--- src/rtl/bram_pkg.sv ---
// Shared constants for the BRAM controller slice and its read-return buffer.
package bram_pkg;

    localparam int unsigned BRAM_DW         = 32;
    localparam int unsigned BRAM_AW         = 13;
    localparam int unsigned BRAM_LAT        = 10;
    localparam int unsigned BRAM_FIFO_DEPTH = 16;
    localparam int unsigned BRAM_MAX_OUT    = 15;

endpackage

--- src/rtl/sync_fifo_mem.sv ---
// DEPTH x DW register array: one synchronous write port, asynchronous read at rd_ptr.
module sync_fifo_mem #(
    parameter int unsigned DW    = 32,
    parameter int unsigned DEPTH = 16,
    parameter int unsigned AW    = $clog2(DEPTH)
) (
    input  logic          clk,
    input  logic          wr_en,
    input  logic [AW-1:0] wr_ptr,
    input  logic [DW-1:0] wr_data,
    input  logic [AW-1:0] rd_ptr,
    output logic [DW-1:0] rd_data
);

    logic [DW-1:0] mem [DEPTH];

    always_ff @(posedge clk) begin
        if (wr_en) begin
            mem[wr_ptr] <= wr_data;
        end
    end

    assign rd_data = mem[rd_ptr];

endmodule

--- src/rtl/bram_rd_fifo.sv ---
// Read-return buffer behind the BRAM controller: FWFT FIFO with read-credit
// generation for the arbiter and flush of buffered and in-flight returns.
module bram_rd_fifo
    import bram_pkg::*;
#(
    parameter int unsigned DW      = BRAM_DW,
    parameter int unsigned DEPTH   = BRAM_FIFO_DEPTH,
    parameter int unsigned MAX_OUT = BRAM_MAX_OUT
) (
    input  logic          clk,
    input  logic          rst,
    input  logic          rd_issue,
    input  logic          fifo_in_valid,
    input  logic [DW-1:0] fifo_in_data,
    input  logic          flush,
    output logic          rd_credit,
    output logic          out_valid,
    output logic [DW-1:0] out_data,
    input  logic          out_ready,
    output logic          ovf_err
);

    localparam int unsigned AW = $clog2(DEPTH);
    localparam int unsigned CW = AW + 1;

    localparam logic [CW-1:0] DEPTH_C = CW'(DEPTH);
    localparam logic [CW:0]   DEPTH_L = (CW + 1)'(DEPTH);
    localparam logic [CW:0]   MAX_L   = (CW + 1)'(MAX_OUT);

    logic [AW-1:0] wr_ptr;
    logic [AW-1:0] rd_ptr;
    logic [CW-1:0] count;
    logic [CW-1:0] keep_cnt;
    logic [CW-1:0] drop_cnt;
    logic          ovf_q;

    logic [DW-1:0] mem_rd_data;
    logic          pop;
    logic          full;
    logic          has_drop;
    logic          has_keep;
    logic          take_drop;
    logic          take_keep;
    logic          ret;
    logic          push;
    logic          err_orphan;
    logic          err_full;
    logic [CW:0]   sum_ck;
    logic [CW:0]   sum_kd;

    sync_fifo_mem #(
        .DW    (DW),
        .DEPTH (DEPTH),
        .AW    (AW)
    ) u_mem (
        .clk     (clk),
        .wr_en   (push & ~flush & ~rst),
        .wr_ptr  (wr_ptr),
        .wr_data (fifo_in_data),
        .rd_ptr  (rd_ptr),
        .rd_data (mem_rd_data)
    );

    assign out_valid = (count != '0);
    assign out_data  = out_valid ? mem_rd_data : '0;
    assign ovf_err   = ovf_q;

    // Returns arrive in issue order, so pending discards are always the oldest beats.
    always_comb begin
        pop        = out_valid & out_ready;
        full       = (count == DEPTH_C);
        has_drop   = (drop_cnt != '0);
        has_keep   = (keep_cnt != '0);
        take_drop  = fifo_in_valid & has_drop;
        take_keep  = fifo_in_valid & ~has_drop & has_keep;
        ret        = take_drop | take_keep;
        push       = take_keep & (~full | pop);
        err_orphan = fifo_in_valid & ~has_drop & ~has_keep;
        err_full   = take_keep & full & ~pop;
        sum_ck     = {1'b0, count} + {1'b0, keep_cnt};
        sum_kd     = {1'b0, keep_cnt} + {1'b0, drop_cnt};
        rd_credit  = (sum_ck < DEPTH_L) && (sum_kd < MAX_L);
    end

    always_ff @(posedge clk) begin
        if (rst) begin
            wr_ptr   <= '0;
            rd_ptr   <= '0;
            count    <= '0;
            keep_cnt <= '0;
            drop_cnt <= '0;
            ovf_q    <= 1'b0;
        end else if (flush) begin
            // Everything kept so far, plus a same-cycle issue, becomes a discard;
            // a beat returning this cycle retires the oldest of them.
            wr_ptr   <= '0;
            rd_ptr   <= '0;
            count    <= '0;
            keep_cnt <= '0;
            drop_cnt <= drop_cnt + keep_cnt + CW'(rd_issue) - CW'(ret);
            ovf_q    <= ovf_q | err_orphan;
        end else begin
            if (push) begin
                wr_ptr <= wr_ptr + 1'b1;
            end
            if (pop) begin
                rd_ptr <= rd_ptr + 1'b1;
            end
            count    <= count + CW'(push) - CW'(pop);
            keep_cnt <= keep_cnt + CW'(rd_issue) - CW'(take_keep);
            drop_cnt <= drop_cnt - CW'(take_drop);
            ovf_q    <= ovf_q | err_orphan | err_full;
        end
    end

    always_ff @(posedge clk) begin
        if (!rst) begin
            assert (sum_kd <= MAX_L);
            assert (count <= DEPTH_C);
        end
    end

endmodule

--- config.mk ---
export PLATFORM = sky130hd
export DESIGN_NAME = bram_rd_fifo
export DESIGN_NICKNAME = d
export VERILOG_FILES = /design/src/rtl/bram_pkg.sv /design/src/rtl/sync_fifo_mem.sv /design/src/rtl/bram_rd_fifo.sv
export SDC_FILE = /design/constraint.sdc
export NUM_CORES = 1
export LEC_CHECK = 0
export CAP_MARGIN = 30
export CORE_UTILIZATION = 45
export CTS_CLUSTER_SIZE = 14
export DETAILED_ROUTE_END_ITERATION = 16
export GPL_TIMING_DRIVEN = 1
export PLACE_DENSITY = 0.6
export SYNTH_ARGS = -nofsm -noshare
export SYNTH_HDL_FRONTEND = slang
export SYNTH_SLANG_ARGS = --single-unit
--- constraint.sdc ---
create_clock -name clk -period 14.2 [get_ports clk]
set_input_delay 3.55 -clock clk [delete_from_list [all_inputs] [get_ports clk]]
set_output_delay 3.55 -clock clk [all_outputs]
set_load 0.05 [all_outputs]
==> results.md, run 1 <==
- Most used DFF post-synth: edfxtp_1
- Clock sink count: 540
- Global-route wire length before repair: ~67 mm
- Final hold vios: 0
- Leading area contributor after synthesis: edfxtp_1
- Hold_ws: 0.506 ns
- # hold bufs at CTS: 0
- Seq/Total Area, Yosys: roughly three quarters
- CP endpoint kind: primary output
- PwrDens: about 170 mW/mm^2
- Port-buffer cells: 72
- Seq cells post-synth: 540
- R2R depth: 15
- Overflow after GRT: 0
- R2R setup slack: 10.52 ns
- Most frequent cells after synthesis: edfxtp_1, mux4_2, clkbuf_1, ha_1, inv_1
- M3 GR Usage: 3.13%
- Outcome: completed
- Pre-CTS worst setup slack: roughly 6.3 ns
- Hold WC Path Type: reg2reg
- Synth Net Count: 1079
- Final WS setup: approximately 5.8 ns
- MaxCap Viol Count: 0
- Largest family of logic cells by synthesized area: multiplexers
- LEAKAGE: approximately 7.7 nW
- DR vias: around 10000
- Top cells by area, synth: edfxtp_1, mux4_2, dfxtp_1
- Post-synthesis simple-gate area fraction: under 10%
- Worst-case clock buffer depth: 3
- Data required time of the worst path: 10.65 ns
- Synthesized area: roughly 0.021 sq mm
- Synth Area in Adders: approximately 2.5%
- Vias in the first global route: roughly 11000
- CP Launch Type: flip-flop
- Cells after synthesis: 1001
- CTS tree: built
- H-tree depth: 2
- I/O pin count: 73
- Xor/xnor share of the synthesized area: 0.581%
- Worst Setup EP: out_data[9]
- GRT Resource Usage Total: 19.2%
- Core area: between 0.04 and 0.05 sq mm
- Tcrit/Tclk final: 59.4%
- Clk_lat worst skew: 0.60 ns
- Area Overhead vs Synth: 16.5%
- Slew HR: roughly 42%
- Synth warnings: 0
- GR Util met1: approximately a quarter
- Final setup vio count: 0
- DP HPWL: around 24 mm
- Crit Path Max Fanout: 48
- Achievable clock frequency: roughly 0.12 GHz
- Largest stage delay on the critical path: 0.89 ns
- TritonCTS Buffers: 55
- ANT cells: 0
- Final Cell Area: between 0.02 and 0.025 sq mm
- FP Rows: slightly below 80
- Busiest grt layer: met2
- Slew of the pin with the lowest slew margin: slightly below 0.9 ns
- Final WL: ~45 mm
- GP Congestion: roughly 0.72
- First-iteration detailed-routing DRC count: roughly 690
- Routed len/inst: ~25 microns
- Setup tns final: 0 ns
- Mux cell area share after synthesis: 13.7%
- Initial antenna violation count: 1
- Clock transition at path regs: about 0.06 ns
- Via-per-instance ratio: around 5.7
- Post-route minimum period: 8.44 ns
- R2r startpoint: keep_cnt[2]
- Synth top area share: approximately 73%
- Post-CTS Setup Repair Bufs: 0
- Antenna-violating nets left: 0
- Worst Setup Path Type: reg2out
- Initial core utilization: 46.0%
- Nets: 1187
- Syn Area/Cell: ~21 sq um
- Layout cell share with drive strength beyond 1: a little under a quarter
- CP most frequent cell: buf_4
- Final setup skew: about 0.024 ns
- Crit-path cells: buf_4 -> buf_4 -> mux4_2 -> a22o_1 -> a221o_1 -> clkdlybuf4s50_1
- Die Y: approximately 220 microns
- Die area: 0.0478 sq mm
- Chip width: 219 microns
- DRC viols: 0
- Reg2reg end: count[4]
- Clock root buffer: clkbuf_16
- Post_cts resized: 0
- DP Area: roughly 0.023 sq mm
- Slew Viols, Final: 0
- RSZ-0062 raised after global routing: false
- Synth Area in Compound Gates: under 10%
- Detailed Routing Iterations Pass 1: 5
- Worst endpoint data arrival time: 4.89 ns
- Pin count of the biggest net entering global routing: just over 50
- Worst IR Drop VDD: about 140 uV
- Pwr Total: 4.25 mW
- Count leader, synth: edfxtp_1
- FFs w/ async S/R, synth: 0%
- Library cells used by synthesis: 44
- Routing usage on met2: 31.7%
- Worst path slowest cell: dfxtp_4
- Number of synthesized flops with an enable pin: 512
-- cell type report --
| cell class | instances | area, sq um |
|---|---|---|
| Clock buffer | 71 | 1500 |
| Clock inverter | 31 | 310 |
| Fill cell | 3600 | 21300 |
| Inverter | 36 | 135 |
| Multi-Input combinational cell | 378 | 4980 |
| Sequential cell | 540 | 15900 |
| Tap cell | 600 | 751 |
| Timing Repair Buffer | 98 | 961 |
-- routing by layer --
layer	share of wire, %	vias to the layer above
met3	4.5	62
met4	1.9	2
met1	44	5311
li1	-	4398
met5	0.027	-
met2	50	228
-- cells in the final DEF, fill, tap and decap left out, types with 4 or more instances in the layout --
cell / netlist / routed
clkbuf_1: 35 / 13
buf_4: 0 / 23
xor2_1: 6 / 6
clkinv_1: 0 / 9
nor3_2: 0 / 4
edfxtp_1: 512 / 512
nor2b_1: 4 / 4
fa_1: 5 / 5
clkinv_2: 0 / 12
ha_1: 35 / 35
bufinv_16: 0 / 6
nor3b_1: 6 / 5
nor2_1: 33 / 20
a221o_1: 32 / 32
clkbuf_16: 0 / 58
mux4_2: 128 / 128
xnor2_1: 8 / 8
nand2_1: 12 / 12
nor3_1: 8 / 4
inv_1: 35 / 35
nand3_1: 10 / 10
nor2_4: 0 / 13
dfxtp_1: 28 / 25
a22o_1: 32 / 32
clkdlybuf4s50_1: 0 / 72
a21oi_1: 15 / 15
o21ai_0: 7 / 7
-- registers in the layout (all words and copies together) (netlist names), named ones only --
name,flops
ovf_err,1
wr_ptr,4
keep_cnt,5
u_mem.mem,512
drop_cnt,5
rd_ptr,4
count,5
-- report_power, final --
group | switching (mW) | internal [mW] | leakage, nW | total, mW
Combinational | 0.618 | 0.390 | 1.98 | 1.01
Sequential | 0.0326 | 1.76 | 4.83 | 1.79
Clock | 0.591 | 0.854 | 0.891 | 1.44
-- stage by stage --
stage               cells  utilization [%]
floorplan            1001                -
global placement     1649             49.5
detailed placement   1651             49.6
CTS                  1753             53.6
global route         1754             53.6
finish               1754             53.6
-- worst max-delay path, delay by kind of cell (launching register included) --
family | cells | cell delay (ns)
buffers and inverters | 3 | 2.17
DFF | 1 | 0.89
muxes | 1 | 0.58
AOI/OAI and AO/OA | 2 | 0.54
-- how the worst min path moves through the flow --
stage / from / endpoint / cells after the start
5_1_grt: wr_ptr[3] / wr_ptr[3] / 2
2_1_floorplan: rd_ptr[1] / flip-flop / 2
3_5_place_dp: rd_ptr[1] / flip-flop / 2
6_report: rd_ptr[1] / flip-flop / 2
3_3_place_gp: rd_ptr[1] / flip-flop / 2
4_1_cts: rd_ptr[1] / flip-flop / 2
-- kinds of logic (layout without fill, tap and decap cells) --
kind of cell / after synthesis / in the layout
flops: 540 / 540
mux: 128 / 128
compound gates: 99 / 99
simple gates: 97 / 97
buf+inv: 83 / 236
fa+ha+maj: 40 / 40
xor+xnor: 14 / 14
Note: power is estimated with default switching activity, not from simulation.
==> inputs of run 2 (changes only) <==
Settings changed: PLACE_DENSITY 0.6 to 0.62.
Clock period 14.2 ns to 7.6 ns, I/O delays scaled along.
==> run 2 against run 1 <==
  * Worst hold slack worse by 0.030 ns
  * Largest power group unchanged
  * Flip-flop and latch count did not move
  * First-iteration DRC count up 23%
  * Via count is 0.36% higher
  * Die area unchanged
==> results.md, run 2 (synthesis gave the netlist of run 1 again) <==
- WP depth: 7
- Via-per-instance ratio: 5.73
- Final hold vios: 0
- Data required time of the worst path: roughly 5.7 ns
- Slew HR: about a third
- Initial antenna violation count: 0
- Clock root buffer: clkbuf_16
- Hold Crit Endpoint: ovf_err
- Pwr Total: 7.88 mW
- FP Rows: between 70 and 80
- Outcome: completed
- # hold bufs at CTS: 0
- CTS tree: built
- DP Area: 0.0229 sq mm
- Vias in the first global route: 10674
- Final Cell Area: between 0.02 and 0.025 sq mm
- Worst endpoint data arrival time: ~3.8 ns
- PwrDens: about 320 mW/mm^2
- Most common cell after layout, fill and taps aside: edfxtp_1
- LEAKAGE: ~7.7 nW
- Slew Viols, Final: 0
- Achievable clock frequency: ~0.18 GHz
- WP buf/inv: 2
- Antenna-violating nets left: 0
- Reg2reg end: u_mem.mem[14][7]
- DP HPWL: ~25 mm
- Post-layout util: 53.8%
- GP Congestion: ~0.76
- Worst Setup Path Type: reg2out
- Initial core utilization: around 46%
- Post-route minimum period: between 5 and 6 ns
- R2R setup slack: 3.89 ns
- Hold_ws: approximately 0.48 ns
- Top Family by Delay on Critical Path: simple AND/OR/NAND/NOR gates
- RSZ-0062 raised after global routing: false
- Die area: between 0.04 and 0.05 sq mm
- Overflow after GRT: 0
- R2r startpoint: keep_cnt[2]
- Die Y: roughly 220 microns
- Post-CTS Setup Repair Bufs: 0
- Hold Path Depth: 2
- Core area: between 0.04 and 0.05 sq mm
- Global-route wire length before repair: between 60 and 70 mm
- Area Overhead vs Synth: 17.0%
- GRT Resource Usage Total: a little under a fifth
- H-tree depth: 2
- R2R depth: 8
- Post_cts resized: 0
- Nets: approximately 1200
- Layout cell share with drive strength beyond 1: between 20% and 30%
- DRC viols: 0
- Detailed Routing Iterations Pass 1: 5
- Hold WC Path Type: reg2reg
- MaxCap Viol Count: 0
- ANT cells: 0
- TritonCTS Buffers: 54
- HP Start: ovf_err
- Setup tns final: 0 ns
- Chip width: around 220 microns
- Tcrit/Tclk final: between 70% and 80%
- Pin count of the biggest net entering global routing: 55
- CP endpoint kind: primary output
- Slew of the pin with the lowest slew margin: between 1 and 1.5 ns
- Clk_lat worst skew: 0.59 ns
- Max FFs per register: ~510
- Clock sink count: 540
- Port-buffer cells: 72
- Crit Path Max Fanout: 32
- Worst-case clock buffer depth: 3
- Routed len/inst: around 25 microns
- Final WL: 43.6 mm
- DR vias: around 10000
- Worst path slowest cell: clkdlybuf4s50_1
- Reg with most FFs: u_mem.mem
- CP Launch Type: flip-flop
- First-iteration detailed-routing DRC count: 851
- # fillers: around 3500
- Final setup vio count: 0
- Largest stage delay on the critical path: a little over 0.7 ns
- Final setup skew: around 0.015 ns
- Commonest non-fill, non-tap cells in the layout: edfxtp_1, mux4_2, clkdlybuf4s50_1
- I/O pin count: 73
- Clock transition at path regs: roughly 0.070 ns
- Worst IR Drop VDD: roughly 190 uV
- Crit-path cells: inv_1 -> ha_1 -> or4b_1 -> and3b_2 -> a22o_1 -> a221o_1 -> clkdlybuf4s50_1
-- run 2: cell types whose count changed in the layout (fill, tap and decap cells not counted), sizes merged --
| cell | delta |
|---|---|
| clkinvlp | +2 |
| inv | -1 |
| clkinv | +3 |
| bufinv | +1 |
| clkbuf | -7 |
| buf | +1 |
-- run 2: worst max path at each step --
stage	slack [ns]	start	to
6_report	1.90	count[3]	out_data[24]
2_1_floorplan	2.05	flush	u_mem.mem[3][0]
3_5_place_dp	2.32	fifo_in_valid	u_mem.mem[14][9]
4_1_cts	1.71	flip-flop	out_data[4]
3_3_place_gp	2.28	fifo_in_valid	u_mem.mem[4][17]
5_1_grt	1.76	count[3]	out_data[3]
-- run 2: cell type report --
cell class / count / area [sq um] / share of cell area (%)
sequential: 540 / 15900 / 64.6
tap: 600 / 751 / 3.04
multi-input combinational: 378 / 4980 / 20.2
clock inverter: 36 / 359 / 1.45
inverter: 36 / 135 / 0.547
clock buffer: 64 / 1410 / 5.71
timing repair buffer: 99 / 1110 / 4.48
-- run 2: worst min-delay path, delay by kind of cell (launching register included) --
family	cells	cell delay, ns
AO/OA/AOI/OAI	1	0.04
flip-flops	1	0.33
AND/OR/NAND/NOR	1	0.07
-- run 2: metal layers --
layer | wire, microns | vias to the layer above | global-route usage, %
met5 | 0 | - | 0
met4 | 734 | 0 | 4.29
met3 | 2370 | 61 | 3.38
met2 | 21600 | 275 | 31.2
met1 | 18900 | 5300 | 26.7
li1 | - | 4401 | -
-- run 2: report_power, final --
part / switching (mW) / internal [mW]
Combinational: 1.16 / 0.727
Sequential: 0.0485 / 3.29
Clock: 1.10 / 1.56
-- run 2: per-stage QoR --
step	cells	worst slack [ns]
3_5_place_dp	1652	2.32
6_report	1753	1.90
4_1_cts	1752	1.71
5_1_grt	1753	1.76
2_1_floorplan	1001	2.05
3_3_place_gp	1643	2.28
